<file path="src/rtl/mux_n_to_1_scan.sv">
// Registered N-channel multiplexer with manual select, auto-scan and hold.
// The next state is decoded from hold/mode each cycle, and it picks which
// update rule applies on that same edge. Outputs and state share one register stage.
module mux_n_to_1_scan #(
    parameter int unsigned N_CH   = 4,
    parameter int unsigned DATA_W = 4,
    parameter int unsigned DWELL  = 50_000_000,
    localparam int unsigned SEL_W = $clog2(N_CH)
) (
    input  logic                     clk,
    input  logic                     rst,
    input  logic [N_CH*DATA_W-1:0]   din,
    input  logic [SEL_W-1:0]         sel,
    input  logic                     mode,
    input  logic                     hold,
    output logic [DATA_W-1:0]        y,
    output logic [SEL_W-1:0]         cur_sel,
    output logic                     step,
    output logic                     range_err,
    output logic                     scan_act
);

    localparam int unsigned CNT_W = $clog2(DWELL + 1);

    localparam logic [1:0] MAN  = 2'd0;
    localparam logic [1:0] SCAN = 2'd1;
    localparam logic [1:0] HOLD = 2'd2;

    logic [1:0]        state;
    logic [1:0]        next_state;
    logic [CNT_W-1:0]  cnt;
    logic [CNT_W-1:0]  cnt_next;
    logic [CNT_W-1:0]  cnt_base;
    logic [SEL_W-1:0]  sel_next;
    logic [SEL_W-1:0]  scan_base;
    logic [SEL_W-1:0]  scan_wrap;
    logic [DATA_W-1:0] y_next;
    logic              step_next;
    logic              range_err_next;

    // Channel lookup; an index with no matching channel yields zero.
    function automatic logic [DATA_W-1:0] pick(input logic [N_CH*DATA_W-1:0] d,
                                               input logic [SEL_W-1:0] idx);
        logic [DATA_W-1:0] r;
        r = '0;
        for (int k = 0; k < int'(N_CH); k++) begin
            if (idx == SEL_W'(k)) begin
                r = d[k*DATA_W +: DATA_W];
            end
        end
        return r;
    endfunction

    // True when the index names a real channel (N_CH need not be a power of two).
    function automatic logic in_range(input logic [SEL_W-1:0] idx);
        return ({1'b0, idx} < (SEL_W + 1)'(N_CH));
    endfunction

    // Next-state decode plus the next value of every registered output.
    always_comb begin
        next_state     = MAN;
        y_next         = y;
        sel_next       = cur_sel;
        cnt_next       = cnt;
        step_next      = 1'b0;
        range_err_next = range_err;

        // A scan entered from MAN starts its dwell afresh; one resumed from HOLD keeps its count.
        cnt_base  = (state == MAN) ? '0 : cnt;
        // An out-of-range manual index left in cur_sel restarts the scan at channel 0.
        scan_base = in_range(cur_sel) ? cur_sel : '0;
        scan_wrap = (scan_base == SEL_W'(N_CH - 1)) ? '0 : scan_base + SEL_W'(1);

        if (hold) begin
            next_state = HOLD;
        end else if (mode) begin
            next_state = SCAN;
        end

        case (next_state)
            MAN: begin
                sel_next       = sel;
                y_next         = pick(din, sel);
                range_err_next = ~in_range(sel);
                cnt_next       = '0;
            end
            SCAN: begin
                range_err_next = 1'b0;
                if (cnt_base == CNT_W'(DWELL - 1)) begin
                    cnt_next  = '0;
                    sel_next  = scan_wrap;
                    step_next = 1'b1;
                end else begin
                    cnt_next  = cnt_base + CNT_W'(1);
                    sel_next  = scan_base;
                end
                y_next = pick(din, sel_next);
            end
            default: begin
                // HOLD: everything frozen, step stays low
            end
        endcase
    end

    // State and output registers, synchronous reset.
    always_ff @(posedge clk) begin
        if (rst) begin
            state     <= MAN;
            y         <= '0;
            cur_sel   <= '0;
            cnt       <= '0;
            step      <= 1'b0;
            range_err <= 1'b0;
            scan_act  <= 1'b0;
        end else begin
            state     <= next_state;
            y         <= y_next;
            cur_sel   <= sel_next;
            cnt       <= cnt_next;
            step      <= step_next;
            range_err <= range_err_next;
            scan_act  <= (next_state == SCAN);
        end
    end

endmodule

</file>
<file path="config.mk">
export PLATFORM = sky130hd
export DESIGN_NAME = mux_n_to_1_scan
export DESIGN_NICKNAME = d
export VERILOG_FILES = /design/src/rtl/mux_n_to_1_scan.sv
export SDC_FILE = /design/constraint.sdc
export NUM_CORES = 1
export LEC_CHECK = 0
export BUFFER_PORTS_ARGS = -buffer_cell sky130_fd_sc_hd__buf_2
export CORE_MARGIN = 4
export CORE_UTILIZATION = 30
export CTS_CLUSTER_DIAMETER = 150
export DETAILED_ROUTE_END_ITERATION = 7
export PLACE_DENSITY_LB_ADDON = 0.3
export SYNTH_ARGS = -nofsm -noshare
export SYNTH_HDL_FRONTEND = slang
export SYNTH_SLANG_ARGS = --single-unit
</file>
<file path="constraint.sdc">
create_clock -name clk -period 2.45 [get_ports clk]
set_input_delay 0.1225 -clock clk [delete_from_list [all_inputs] [get_ports clk]]
set_output_delay 0.1225 -clock clk [all_outputs]
set_load 0.02 [all_outputs]
</file>
---- Yosys cells after proc, flatten, opt, wreduce, memory -nomap -nowiden ----
Index checks and enable logic that the tools add are counted.
operators by class
  add/sub/neg operators ................... 2
  eq/ne operators ......................... 9
  multiplexer cells ....................... 19
  bitwise logic cells ..................... 1
  reductions and logical operators ........ 6
operators by type and width
  operator               number
  $mux 26                2
  $pmux 26 s2            1
  $mux 4                 8
  $add 26x1->26 const B  1
  $eq 26x26->1 const B   1
  $eq 2x2->1 const B     5
  $logic_not 2->1        4
  $mux 2                 4
  $pmux 4 s2             1
  $eq 2x1->1 const B     3
  $pmux 2 s2             1
  $add 2x1->2 const B    1
  $mux 1                 2
  $reduce_bool 2->1      1
  $reduce_or 2->1        1
  $not 1->1              1
word-level totals
  bits in registers ....................... 36
  input bits .............................. 22
  output and inout bits ................... 9
  word-level logic and storage cells ...... 43

---- Logic depth before layout (Yosys ltp) ----
  depth in word-level cells ............... 11
  mapped depth ............................ 12
  depth with buffers taken out ............ 9

---- Worst setup path after synthesis ----
OpenSTA, ideal clock, no wires.
  path type ............................... flip-flop to flip-flop
  start point ............................. register, netlist name scan_act
  end point ............................... register y[0]
  library setup time ...................... 0.122 ns
  arrival ................................. 2.688 ns
  data required time ...................... 2.328 ns
  path slack .............................. -0.359 ns
  cell stages (with the launch flop) ...... 12
  path buffers ............................ 2
  period minus slack after synthesis ...... 2.809 ns
  cell sequence ........................... dfxtp_1 or2_2 clkbuf_1 clkbuf_8 and2_1 ha_1 and4_1 nand4_1 or2_1 a2111oi_0 o221ai_1 o311a_1
RTL lines
  item                  line  RTL
  end signal, assigned  117   y <= y_next;
  end, declared         16    output logic [DATA_W-1:0] y,

==> impl_metrics.tcl <==
set metrics [dict create \
    gp_congestion 0.818 \
    synth_edf_count 0 \
    ir_drop_uv 340 \
    dr.pass1.iters 4 \
    clkSinkCount 35 \
    grt_usage 0.145 \
    critical_path_arrival_ns 2.52 \
    yosysTopAreaCell "dfxtp_1" \
    powerDensity_nw_per_um2 434 \
    ctsHoldBuffers 0 \
    status "complete, no violations" \
    cts-root-buf "clkbuf_8" \
    maxCapViolations 0 \
    final_common_cell "nand2_1" \
    antenna_found_initial 0 \
    vias_per_cell 5.50 \
    die_x_um 96.6 \
    totalPowerFinal_uw 1250 \
    drive_above_1_share 0.262 \
    vias 2409 \
    grt_start_max_net_pins 23 \
    rows 32 \
    post_synth_fa_ha_maj_area_fraction 0.0106 \
    synth_simple_gate_area_frac 0.320 \
    overflow 0 \
    synthToLayoutAreaGrowth_pct 22.2 \
    synth_top_family_by_area "simple AND/OR/NAND/NOR gates" \
    required_ns 2.64 \
    max_freq_mhz 429 \
    p_leak_uw 0.00101 \
    avgRoutedWirePerCell_um 15.7 \
    worstSetupStartpointType "flop" \
    ys_warn_count 0 \
    crit_type "flop to flop" \
    grt_pass1_vias 2222 \
    yosysSeqAreaShare 0.297 \
    ys_async_sr_fraction 0 \
    syn_area_per_cell_um2 7.91 \
    period_share 0.952 \
    clock_path_buffers 2 \
    ios 31 \
    synth-compound-area-share 0.223 \
    synth-main-ff-cell "dfxtp_1" \
    cts_tree "done" \
    clkTransAtPathRegs_ns 0.08 \
    portBuffers 29 \
    synth_area_um2 2360 \
    start_util 0.307 \
    coreArea_um2 7690 \
    place_hpwl_mm 5.04 \
    antennaDiodeCount 0 \
    hold_viol 0 \
    end_kind "flop" \
    drc 0 \
    synth_seq_cells 35 \
    clock_skew_ns 0.0161 \
    muxShareOfSynthArea 0.0748 \
    final_cell_mix "37 x nand2_1, 33 x dfxtp_1, 29 x buf_2" \
    die_area_um2 9340 \
    ant_nets 0 \
    drv_slew 0 \
    synth_top_area_share 0.297 \
    synth.area.top_cells "dfxtp_1 30%, nand2_1 5.9%, mux2i_1 5.1%, o21ai_0 4.7%, nor2_1 3.5%" \
    clk_latency_ns 0.30 \
    numCtsBuffers 5 \
    routed_wl_mm 6.87 \
    htreeDepth 2 \
    die_h_um 96.6 \
    grt_pass1_wl_mm 11.4 \
    hold_class "primary input to flop" \
    final_core_util 0.375 \
    synth_xor_area_frac 0.0149 \
    ys_types 62 \
    tightest_slew_ns 0.536 \
    fin_area_um2 2880 \
    min_period_ns 2.33 \
    synth_cells 298 \
    slew_headroom 0.642 \
    placed_cell_area_um2 2670 \
    drt-initial-drc-count 148 \
    crit_fanout 5 \
    final_nets 359 \
    setup_viol 0 \
    syn-num-nets 322 \
]
==> synth_stat cells, drive strengths merged, types with 3 or more instances <==
| cell type | number |
|---|---|
| nor4b | 3 |
| and4 | 4 |
| a31oi | 10 |
| dfxtp | 35 |
| or3 | 3 |
| inv | 11 |
| clkbuf | 9 |
| buf | 5 |
| nand2b | 3 |
| or2 | 5 |
| nand3 | 13 |
| mux2 | 3 |
| nor2 | 23 |
| and3 | 4 |
| o221ai | 3 |
| nor3 | 15 |
| a21oi | 13 |
| o22ai | 5 |
| o21ai | 23 |
| nand2 | 37 |
| nor3b | 3 |
| a2111oi | 5 |
| and2 | 4 |
| nor4bb | 3 |
| nand4 | 10 |
| mux2i | 12 |
==> metal layers <==
| layer | vias up | GRT usage | part of all wire |
|---|---|---|---|
| met5 | - | 0 | 0 |
| met4 | 0 | 0.0432 | 0.019 |
| met3 | 14 | 0.0245 | 0.043 |
| met2 | 57 | 0.231 | 0.49 |
| met1 | 1140 | 0.199 | 0.45 |
| li1 | 1198 | - | - |
==> cells by family (layout without fill, tap and decap cells) <==
logic type	Yosys count	after routing
fa+ha+maj	2	2
xor+xnor	4	4
simple gates	136	136
compound gates	79	79
mux	16	16
other cells	1	1
buf+inv	25	63
flops	35	35
==> worst max-delay path, cell delays in order, from the launching register on <==
cell and delay [ns]:
dfxtp_4 0.35, or2_4 0.12, and2_4 0.15, ha_4 0.15, and4_4 0.22, nand4_1 0.22
buf_4 0.23, nor2_2 0.27, mux2_2 0.24, mux2i_1 0.19, a21oi_1 0.08
==> flip-flops by register name (all words and copies together) (netlist names) <==
| register | count |
|---|---|
| cnt | 26 |
| cur_sel | 2 |
| scan_act | 1 |
| state | 1 |
| step | 1 |
| y | 4 |
==> final cells by class <==
| class | count | area, um2 |
|---|---|---|
| Clock buffer | 6 | 82.6 |
| Clock inverter | 2 | 16.3 |
| Fill cell | 790 | 4810 |
| Inverter | 11 | 41.3 |
| Multi-Input combinational cell | 238 | 1640 |
| Sequential cell | 35 | 706 |
| Tap cell | 102 | 128 |
| Timing Repair Buffer | 44 | 270 |
==> report_power, final <==
group          total, uW  leakage (uW)  switching [uW]  internal, uW
registers            587      0.000285            8.41           578
logic                197      0.000682             117          80.0
clock network        466     0.0000474             236           230
==> per-stage QoR <==
| step | cells | TNS, ns | hold slack (ns) | worst slack, ns |
|---|---|---|---|---|
| floorplan | 298 | -0.0918 | 0.292 | -0.0261 |
| global placement | 428 | 0 | 0.401 | 0.148 |
| detailed placement | 428 | 0 | 0.407 | 0.0928 |
| CTS | 436 | 0 | 0.104 | 0.0419 |
| global route | 438 | -0.0000537 | 0.110 | -0.0000537 |
| finish | 438 | 0 | 0.105 | 0.118 |
==> final timing paths <==
check	startpoint	end	slack, ns	cells after the start
worst max-delay path	scan_act$_SDFF_PP0_	y[3]$_SDFFE_PP0P_	0.12	10
worst min-delay path	din[9]	y[1]$_SDFFE_PP0P_	0.11	2
worst max register to register	scan_act$_SDFF_PP0_	y[3]$_SDFFE_PP0P_	0.12	10
worst min register to register	cnt[15]$_SDFFE_PP0P_	cnt[15]$_SDFFE_PP0P_	0.50	2
==> repair_timing <==
item | CTS | global route
buffers inserted | 0 | 2
setup endpoints to repair | 0 | 13
gates resized for setup | 0 | 17
Power figures use the tool's default switching activity.
